<file path="src/rtl/mult_pkg.sv">
// ---------------------------------------------------------------------------
// mult_pkg
// Shared definitions for the shift-and-add multiplier sequencer:
//   - MULT_N_DEFAULT : default operand width
//   - state_t        : sequencer state encoding (IDLE / RUN / DONE)
//   - cnt_width()    : width of the iteration counter for a given N
// ---------------------------------------------------------------------------
package mult_pkg;

  localparam int MULT_N_DEFAULT = 4;

  typedef enum logic [1:0] {
    ST_IDLE = 2'd0,
    ST_RUN  = 2'd1,
    ST_DONE = 2'd2
  } state_t;

  // The counter only has to hold 0..N-1; keep it at least one bit wide.
  function automatic int cnt_width(input int n);
    return (n <= 2) ? 1 : $clog2(n);
  endfunction

endpackage

</file>
<file path="src/rtl/quad_mux2.sv">
// ---------------------------------------------------------------------------
// quad_mux2
// W-bit 2:1 multiplexer used to pick the addend of each multiply step.
// Ports:
//   in0 [W-1:0] : word selected when sel = 0
//   in1 [W-1:0] : word selected when sel = 1
//   sel         : select
//   y   [W-1:0] : selected word
// ---------------------------------------------------------------------------
module quad_mux2 #(
  parameter int W = 4
) (
  input  logic [W-1:0] in0,
  input  logic [W-1:0] in1,
  input  logic         sel,
  output logic [W-1:0] y
);

  assign y = sel ? in1 : in0;

endmodule

</file>
<file path="src/rtl/mult_sequencer.sv">
// ---------------------------------------------------------------------------
// mult_sequencer
// Sequential unsigned N x N shift-and-add multiplier. One partial product
// is added per RUN cycle; the {carry, acc_hi, mult} register shifts right
// each step, so the product ends up in {acc_hi, mult}.
//
// Parameter:
//   N        : operand width (2..16)
// Ports:
//   Clock    : rising-edge clock
//   Reset    : synchronous active-high reset (priority over Start)
//   Start    : begin a multiply; only honoured in IDLE
//   A [N-1:0], B [N-1:0] : multiplicand / multiplier, captured on Start
//   Busy     : high while in RUN
//   Done     : one-cycle pulse in DONE
//   MuxSel   : addend select (multiplier LSB during RUN, else 0)
//   Product [2N-1:0] : A*B, valid from Done until the next accepted Start
//
// Optional feature: define MULT_SEQ_EARLY_EXIT_EN to leave RUN as soon as
// the remaining multiplier bits are all zero; the product is right-aligned
// in that final cycle.
// ---------------------------------------------------------------------------
module mult_sequencer
  import mult_pkg::*;
#(
  parameter int N = MULT_N_DEFAULT
) (
  input  logic           Clock,
  input  logic           Reset,
  input  logic           Start,
  input  logic [N-1:0]   A,
  input  logic [N-1:0]   B,
  output logic           Busy,
  output logic           Done,
  output logic           MuxSel,
  output logic [2*N-1:0] Product
);

  localparam int CW = cnt_width(N);

  state_t          state;
  state_t          state_next;
  logic [N-1:0]    mcand;
  logic [N-1:0]    acc_hi;
  logic [N-1:0]    mult;
  logic [CW-1:0]   cnt;
  logic [N-1:0]    addend;
  logic [N-1:0]    zero_word;
  logic [N:0]      sum;
  logic [2*N-1:0]  shifted;
  logic [2*N-1:0]  next_prod;
  logic            last_iter;

`ifdef MULT_SEQ_EARLY_EXIT_EN
  // Multiplier bits above the one currently being consumed.
  logic [N-2:0]    rem;
  logic [CW-1:0]   shamt;
`endif

  assign zero_word = '0;

  quad_mux2 #(.W(N)) u_addend_mux (
    .in0 (zero_word),
    .in1 (mcand),
    .sel (MuxSel),
    .y   (addend)
  );

  // One multiply step: add, then shift the whole {carry, acc_hi, mult} right.
  always_comb begin
    sum     = {1'b0, acc_hi} + {1'b0, addend};
    shifted = {sum, mult[N-1:1]};
`ifdef MULT_SEQ_EARLY_EXIT_EN
    last_iter = (cnt == CW'(N - 1)) || (rem == '0);
    shamt     = CW'(N - 1) - cnt;
    // Remaining steps would only add zero, so apply their shifts at once.
    next_prod = last_iter ? (shifted >> shamt) : shifted;
`else
    last_iter = (cnt == CW'(N - 1));
    next_prod = shifted;
`endif
  end

  // State register.
  always_ff @(posedge Clock) begin
    if (Reset) begin
      state <= ST_IDLE;
    end else begin
      state <= state_next;
    end
  end

  // Next-state logic.
  always_comb begin
    state_next = state;
    case (state)
      ST_IDLE: if (Start) state_next = ST_RUN;
      ST_RUN:  if (last_iter) state_next = ST_DONE;
      ST_DONE: state_next = ST_IDLE;
      default: state_next = ST_IDLE;
    endcase
  end

  // Outputs decoded from state.
  always_comb begin
    Busy   = (state == ST_RUN);
    Done   = (state == ST_DONE);
    MuxSel = (state == ST_RUN) && mult[0];
  end

  // Datapath: operand capture, accumulate/shift and iteration count.
  always_ff @(posedge Clock) begin
    if (Reset) begin
      mcand  <= '0;
      acc_hi <= '0;
      mult   <= '0;
      cnt    <= '0;
`ifdef MULT_SEQ_EARLY_EXIT_EN
      rem    <= '0;
`endif
    end else begin
      case (state)
        ST_IDLE: begin
          if (Start) begin
            mcand  <= A;
            mult   <= B;
            acc_hi <= '0;
            cnt    <= '0;
`ifdef MULT_SEQ_EARLY_EXIT_EN
            rem    <= B[N-1:1];
`endif
          end
        end
        ST_RUN: begin
          {acc_hi, mult} <= next_prod;
          cnt            <= cnt + 1'b1;
`ifdef MULT_SEQ_EARLY_EXIT_EN
          rem            <= rem >> 1;
`endif
        end
        default: begin
        end
      endcase
    end
  end

  assign Product = {acc_hi, mult};

endmodule
</file>
<file path="config.mk">
export PLATFORM = sky130hd
export DESIGN_NAME = mult_sequencer
export DESIGN_NICKNAME = d
export VERILOG_FILES = /design/src/rtl/mult_pkg.sv /design/src/rtl/quad_mux2.sv /design/src/rtl/mult_sequencer.sv
export SDC_FILE = /design/constraint.sdc
export NUM_CORES = 1
export LEC_CHECK = 0
export CORE_MARGIN = 2
export CORE_UTILIZATION = 42
export CTS_CLUSTER_DIAMETER = 40
export DETAILED_ROUTE_END_ITERATION = 10
export GPL_TIMING_DRIVEN = 0
export HOLD_SLACK_MARGIN = 0.15
export PLACE_DENSITY_LB_ADDON = 0.25
export SLEW_MARGIN = 40
export SYNTH_ARGS = -nofsm -noshare
export SYNTH_HDL_FRONTEND = slang
export SYNTH_SLANG_ARGS = --single-unit
</file>
<file path="constraint.sdc">
create_clock -name Clock -period 2 [get_ports Clock]
set_input_delay 0.2 -clock Clock [delete_from_list [all_inputs] [get_ports Clock]]
set_output_delay 0.2 -clock Clock [all_outputs]
set_load 0.02 [all_outputs]
</file>
# == After elaboration in Yosys (flattened, before gate mapping) ==
# Index checks and enable logic that the tools add are counted.
# classes
reduce_logical,6
addsub,2
n_eq_ne,5
mux,10
# op_table
operator,n
one-hot mux 4 bit (2 select lines),2
2-to-1 mux 4 bit,3
one-hot mux 2 bit (2 select lines),2
2-to-1 mux 2 bit,3
AND reduction 2 bit,3
adder 4 x 4 -> 5 bit,1
"== test 2 bit, second input constant",2
"adder 2 x 1 -> 2 bit, second input constant",1
"== test 2 x 1 -> 1 bit, second input constant",1
logical NOT 2 bit,1
"inequality test 2 x 1 -> 1 bit, second input constant",1
"inequality test 2 bit, second input constant",1
nonzero test 2 bit,1
logical AND 1 bit,1
# totals
out_inout_bits,11
ff_bits,16

# == Depth between registers and ports, before layout ==
# Gate-level depths: netlist (run 1).
# logic_depth
ltp_word,5
ltp_mapped,11

# == By module ==
# Synthesis (run 1) repeated with hierarchy kept, for this count alone.
# unflattened
hier_cells,93
area_unflattened_um2,895.9
# by_module_without_submodules
mod,area_each_um2,cells_each,n_inst
mult_sequencer,850.8,89,1
quad_mux2,45.0,4,1

# == Worst setup path before layout (run 1) ==
# OpenSTA, ideal clock, no wires.
# synth_path
kind,register to register
start,reg state[1]
end,reg acc_hi[1]
setup_slack_ns,-0.001
arrival_ns,1.873
path_stages_with_launch,12
required_time_ns,1.872
cell_sequence,dfxtp_1 nand2b_1 buf_4 inv_4 buf_6 and3_1 ha_1 inv_1 fa_1 xnor2_1 a22oi_1 nor2_1
# synth_between
elab_chain_len,5
elab_cells_between_ends,9
# synth_lines
element,line,rtl
from (decl),mult_sequencer.sv:41,state_t state;
from (signal assigned),mult_sequencer.sv:89,state <= state_next;
== test 2 x 1 -> 1 bit (*),-,
named net Busy,mult_sequencer.sv:33,"output logic Busy,"
logical AND 1 bit,mult_sequencer.sv:108,MuxSel = (state == ST_RUN) && mult[0];
2-to-1 mux 4 bit,quad_mux2.sv:19,assign y = sel ? in1 : in0;
adder 4 x 4 -> 5 bit,mult_sequencer.sv:71,"sum = {1'b0, acc_hi} + {1'b0, addend};"
one-hot mux 4 bit (2 select lines),mult_sequencer.sv:122,case (state)
to (signal assigned),mult_sequencer.sv:135,"{acc_hi, mult} <= next_prod;"
to (decl),mult_sequencer.sv:44,logic [N-1:0] acc_hi;
# Mark *: on every way through the listed nets, which the timed path passes. The rest lies on a longest branch.
# A chain may end at the register's enable or synchronous reset.

# == Worst setup path after layout (run 1) ==
# layout_path
start,reg state[1]
end,reg acc_hi[1]
# layout_between
elab_chain_len,5
elab_cells_between_ends,9
# layout_lines
element,line
== test 2 x 1 -> 1 bit,"mult_sequencer.sv:108, mult_sequencer.sv:122"
logical AND 1 bit,mult_sequencer.sv:108
2-to-1 mux 4 bit,quad_mux2.sv:19
adder 4 x 4 -> 5 bit,mult_sequencer.sv:71
one-hot mux 4 bit (2 select lines),mult_sequencer.sv:122
# Several ways; a longest one is shown, not always the timed one.

==> summary.txt, run 1 <==
status: finished, final reports clean
Clock Latency Late Sink: 0.29 ns
gpl congestion: 0.790
fin crit share: 97.7%
startpoint types: flip-flop
slowest stage delay, CP: 0.38 ns
grt ovf: 0
Detailed Route WL: 1.98 mm
die area: 0.00236 mm²
Final Cell Area: 0.00120 mm²
Worst VDD drop: 498 µV
layout cells sized above 1: 22.1%
Tmin final: 1.95 ns
total CTS buffers: 3
max_cap viols: 0
Cells after DPL: 139
largest net degree at the start of global routing: 11
Clock Sinks: 16
area grow syn2layout: 43.7%
Post-synth EDFFs: 0
Rel. slew slack: 69.3%
Detail Route Antenna Nets: 0
WS Path Type: reg2reg
Net Count, Synth: 109
worst reg-to-reg setup slack: 0.05 ns
vias in the first global route: 756
HPWL Detailed: 1.33 mm
cell mode on critical path: buf_6
Clock Path Buffers: 2
RSZ-0062 raised after global routing: yes
DRC Markers: 0
drt first pass iters: 4
Setup crit end kind: flip-flop
worst endpoint required time: 2.17 ns
synthesized instance count: 92
global-route wire length before repair: 3.30 mm
number of H-tree levels: 1
area of the multi-input gates: 503 µm²
Synth cell types: 32
Final nets: 141
setup TNS: 0 ns
DP Area: 0.00107 mm²
min-delay worst type: in2reg
PortBufs: 20
clock-pin slew on the worst setup and hold paths: 0.09 ns
hold_sp: Reset
FMAX: 512 MHz
top cells by area, synth: dfxtp_1 (38%), ha_1 (7.5%), mux2i_1 (6.0%)
Hold WS: 0.338 ns
initial antenna violation count: 0
sequential cell area fraction in the yosys report: 38.4%
die width: 48.5 µm
Final setup viols: 0
RR Startpoint: state[1]
Post-synth top flop: dfxtp_1
I/O pins: 22
Clock Skew: 0.00296 ns
static leakage: 0.499 nW
CTS tree: done
overall routing resource usage: 18.5%
FF/Latch Area: 323 µm²
crit path max-delay cell type: fa_2
worst-path cell chain: nand2b_4 -> buf_6 -> inv_4 -> buf_6 -> and3_4 -> ha_4 -> inv_2 -> fa_2 -> xnor2_2 -> a22oi_1 -> nor2_1
Post-synth ARST share: 0%
power density cells: 561 mW/mm²
fill count: 182
synthesized area per cell: 9.06 µm²
CP max FO: 6
Ys Warns: 0
Vias: 738
Synth Cell Area: 833 µm²
Fin. Hold Viols: 0
#FFs+latches synth: 16
routed vias/inst: 4.95
non-filler cells, final: 149
antenna cells: 0
Die H: 48.5 µm
Pins Over Slew Limit: 0
DR iter-0 viols: 7
CP arrival: 2.13 ns
clk root buf: clkbuf_4
crit path launch: state[1]
Initial Util: 43.4%
Slew @ Worst Pin: 0.460 ns
CTS Hold Bufs: 0
share of the synthesized area in the top cell type: 38.4%
Core Region: 0.00192 mm²
area leader, netlist: dfxtp_1
DR WL/cell: 13.3 µm
Core Rows: 16
-- metrics by stage --
step                      util (%)  worst slack (ns)  power, mW
after global routing          62.3           -0.0520      0.710
after detailed placement      55.7            -0.116      0.485
after global placement        55.7           -0.0704      0.482
after floorplan                  -            0.0575      0.430
final                         62.3            0.0453      0.672
after CTS                     58.9            0.0105      0.670
-- layout make-up --
class | count | area share, %
multi-input cells | 66 | 42.0
flip-flops and latches | 16 | 27.0
repair buffers | 27 | 21.0
plain buffers | 6 | 3.87
well taps | 27 | 2.82
clock buffers | 3 | 1.88
inverters | 4 | 1.46
-- cell families (layout without fill, tap and decap cells) --
| logic type | after synthesis | after routing | synth area share (%) |
|---|---|---|---|
| and+or+nand+nor | 40 | 40 | 23.7 |
| DFF | 16 | 16 | 38.4 |
| AOI/OAI and AO/OA | 14 | 14 | 13.7 |
| buffers and inverters | 10 | 40 | 7.21 |
| adders and majority gates | 6 | 6 | 9.91 |
| muxes | 5 | 5 | 6.01 |
| xor gates and xnor gates | 1 | 1 | 1.05 |
-- worst max-delay path, delay by kind of cell, from the launching register on --
family                     cells  cell delay, ns
adders and majority gates      2            0.51
and+or+nand+nor                3            0.39
DFF                            1            0.35
buffers and inverters          4            0.31
AOI/OAI and AO/OA              1            0.15
xor gates and xnor gates       1            0.14
-- worst paths after layout --
path / to / cells after the start
setup / recovery: acc_hi[1] / 11
hold reg to reg: cnt[1] / 2
setup reg to reg: acc_hi[1] / 11
hold / removal: mult[1] / 2
-- Yosys cell counts (2+ instances only) --
| master | number |
|---|---|
| dfxtp_1 | 16 |
| mux2i_1 | 5 |
| buf_6 | 2 |
| nand3_1 | 4 |
| nor2_1 | 11 |
| ha_1 | 5 |
| a311oi_1 | 4 |
| inv_1 | 3 |
| nand2b_1 | 2 |
| a21oi_1 | 4 |
| and3_1 | 4 |
| nor2b_1 | 3 |
| nand2_1 | 10 |
-- layout by cell type (no fill, tap or decap), drive strengths merged, types with 2 or more instances in the layout --
cell type and instances:
clkdlybuf4s50 19, dfxtp 16, buf 12, nor2 11, nand2 10, mux2i 5
ha 5, nand3 4, a21oi 4, a311oi 4, and3 4, clkbuf 4
inv 4, nor2b 3, nand2b 2
-- state kept, by name, summed over array words and instances, names as in the netlist --
register  flops
mcand         4
cnt           2
mult          4
state         2
acc_hi        4
-- power breakdown --
group          leakage [nW]  internal [mW]  switching (mW)
clock network        0.0138         0.0702           0.104
logic                 0.353         0.0791          0.0688
registers             0.132          0.336          0.0140
-- timing repair --
item | 4_1_cts | 5_1_grt
setup endpoints to repair | 6 | 4
gates resized for setup | 6 | 7
setup buffers | 4 | 3
pin swaps | 1 | 2
-- routing by layer --
metal  up-vias  global-route usage, %  wire length [µm]
li1        378                      -                 -
met1       344                   21.4               879
met2        12                   30.8               986
met3         4                   4.32                65
met4         0                   11.9                52
met5         -                      0                 0
Power figures use the tool's default switching activity.
==> run 2: changes to the inputs <==
--- a/config.mk
+++ b/config.mk
@@ -5,8 +5,9 @@
 export SDC_FILE = /design/constraint.sdc
 export NUM_CORES = 1
 export LEC_CHECK = 0
-export CORE_MARGIN = 2
+export CORE_MARGIN = 5
 export CORE_UTILIZATION = 42
+export CTS_BUF_LIST = sky130_fd_sc_hd__clkbuf_16
 export CTS_CLUSTER_DIAMETER = 40
 export DETAILED_ROUTE_END_ITERATION = 10
 export GPL_TIMING_DRIVEN = 0
==> run 2 against run 1 <==
  * Setup slack improved by 0.047 ns
  * Flip-flop and latch count unchanged
  * Sequential share of layout area decreased by 0.11 points
  * Clock-buffer cell count unchanged
  * Critical path depth decreased by 1
  * Power increased by 30%
  * Routed wire length increased by 2.0%
  * Via count increased by 1.1%
  * Non-clock buffer count decreased by 5
  * Register-to-register slack improved by 0.05 ns
  * Cell area increased by 0.42%
  * Critical endpoint unchanged
  * Largest cell class unchanged
==> summary.txt, run 2 (synthesis gave the netlist of run 1 again) <==
Tmin final: 1.91 ns (-0.0468 ns)
HPWL Detailed: 1.38 mm (+3.8%)
global-route wire length before repair: 3.09 mm (-6.3%)
area grow syn2layout: 44.3%
max_cap viols: 0 (unchanged)
worst slack at placement: -0.0902 ns (+0.0258 ns)
Slew @ Worst Pin: 0.480 ns (+0.0198 ns)
clk root buf: clkbuf_16
Final setup viols: 0 (unchanged)
Clock Sinks: 16 (unchanged)
final worst slack: 0.0921 ns (+0.0468 ns)
Hold WS: 0.418 ns (+0.0806 ns)
Clock Path Buffers: 2 (unchanged)
Cells after DPL: 139 (unchanged)
number of H-tree levels: 1 (unchanged)
non-filler cells, final: 144 (-3.4%)
Pins Over Slew Limit: 0 (unchanged)
status: finished, final reports clean
setup TNS: 0 ns (unchanged)
DRC Markers: 0 (unchanged)
clock-pin slew on the worst setup and hold paths: 0.05 ns (-0.04 ns)
DP Area: 0.00107 mm² (unchanged)
antenna cells: 0 (unchanged)
Die H: 54.5 µm (+12%)
min-delay worst type: in2reg
DR WL/cell: 14.0 µm (+5.5%)
RSZ-0062 raised after global routing: no
Clock Latency Late Sink: 0.24 ns (-0.05 ns)
Pwr Total: 0.871 mW (+30%)
Detail Route Antenna Nets: 0 (unchanged)
static leakage: 0.493 nW (-1.2%)
Fin. Hold Viols: 0 (unchanged)
Rel. slew slack: 68.0% (-1.3 points)
CP max FO: 12 (+6)
Worst VDD drop: 506 µV (+1.6%)
FMAX: 524 MHz (+2.5%)
layout cells sized above 1: 17.1% (-5.0 points)
die area: 0.00297 mm² (+26%)
die width: 54.5 µm (+12%)
Final nets: 136 (-3.5%)
Core Region: 0.00192 mm² (unchanged)
grt ovf: 0 (unchanged)
Initial Util: 43.4% (unchanged)
PortBufs: 20 (unchanged)
leading registers by flop count: acc_hi x4, mcand x4, mult x4
Detailed Route WL: 2.02 mm (+2.0%)
fin crit share: 95.4% (-2.3 points)
worst endpoint required time: 2.12 ns (-0.05 ns)
commonest non-fill, non-tap cell in the layout: clkdlybuf4s50_1
CTS Hold Bufs: 0 (unchanged)
I/O pins: 22 (unchanged)
vias in the first global route: 713 (-5.7%)
CP arrival: 2.02 ns (-0.11 ns)
Setup crit end kind: flip-flop
total CTS buffers: 3 (unchanged)
initial antenna violation count: 0 (unchanged)
routed vias/inst: 5.18 (+4.6%)
Clock Skew: 0.000788 ns (-0.00218 ns)
Final Cell Area: 0.00120 mm² (+0.42%)
overall routing resource usage: 15.1% (-3.4 points)
WS Path Type: reg2reg
largest net degree at the start of global routing: 11 (unchanged)
Core Rows: 16 (unchanged)
power density cells: 724 mW/mm² (+29%)
startpoint types: flip-flop
drt first pass iters: 4 (unchanged)
Vias: 746 (+1.1%)
fin util: 62.6% (+0.26 points)
DR iter-0 viols: 8 (+1)
gpl congestion: 0.704 (-11%)
most frequent cells in the layout: clkdlybuf4s50_1 (20), dfxtp_1 (14), nor2_1 (11)
CTS tree: done
run 2: repair_timing:
| item | 4_1_cts | 5_1_grt |
|---|---|---|
| resized for setup | 4 | 7 |
| buffers inserted | 3 | 0 |
| pin swaps | 2 | 5 |
| setup endpoints to repair | 5 | 5 |
run 2: final timing paths:
path | startpoint | endpoint | slack (ns) | depth (start not counted)
max reg2reg | state[1] | acc_hi[1] | 0.09 | 10
min | Reset | mult[1] | 0.42 | 2
max | state[1] | acc_hi[1] | 0.09 | 10
min reg2reg | cnt[1] | cnt[1] | 0.47 | 2
run 2: layout make-up:
class | count | area, µm²
tap | 27 | 33.8
fill | 172 | 719
sequential | 16 | 323
multi-input combinational | 66 | 490
clock buffer | 3 | 75.1
inverter | 4 | 22.5
timing repair buffer | 23 | 223
buffer | 5 | 35.0
run 2: power breakdown:
part | leakage [nW] | internal (mW) | switching (mW)
clock network | 0.0370 | 0.262 | 0.118
logic | 0.324 | 0.0715 | 0.0687
registers | 0.132 | 0.337 | 0.0136
run 2: worst max-delay path: stages (launching register included):
cell,delay (ns)
dfxtp_2,0.33
nand2b_4,0.14
buf_6,0.12
inv_8,0.07
and3_4,0.19
ha_4,0.12
inv_1,0.05
fa_2,0.39
xnor2_2,0.15
a22oi_1,0.14
nor2_1,0.07
run 2: metal layers:
metal | up-vias | wire (µm) | track usage, %
met5 | - | 0 | 0
met4 | 0 | 21 | 7.47
met3 | 4 | 91 | 4.63
met2 | 16 | 1050 | 25.7
met1 | 356 | 856 | 16.9
li1 | 370 | - | -
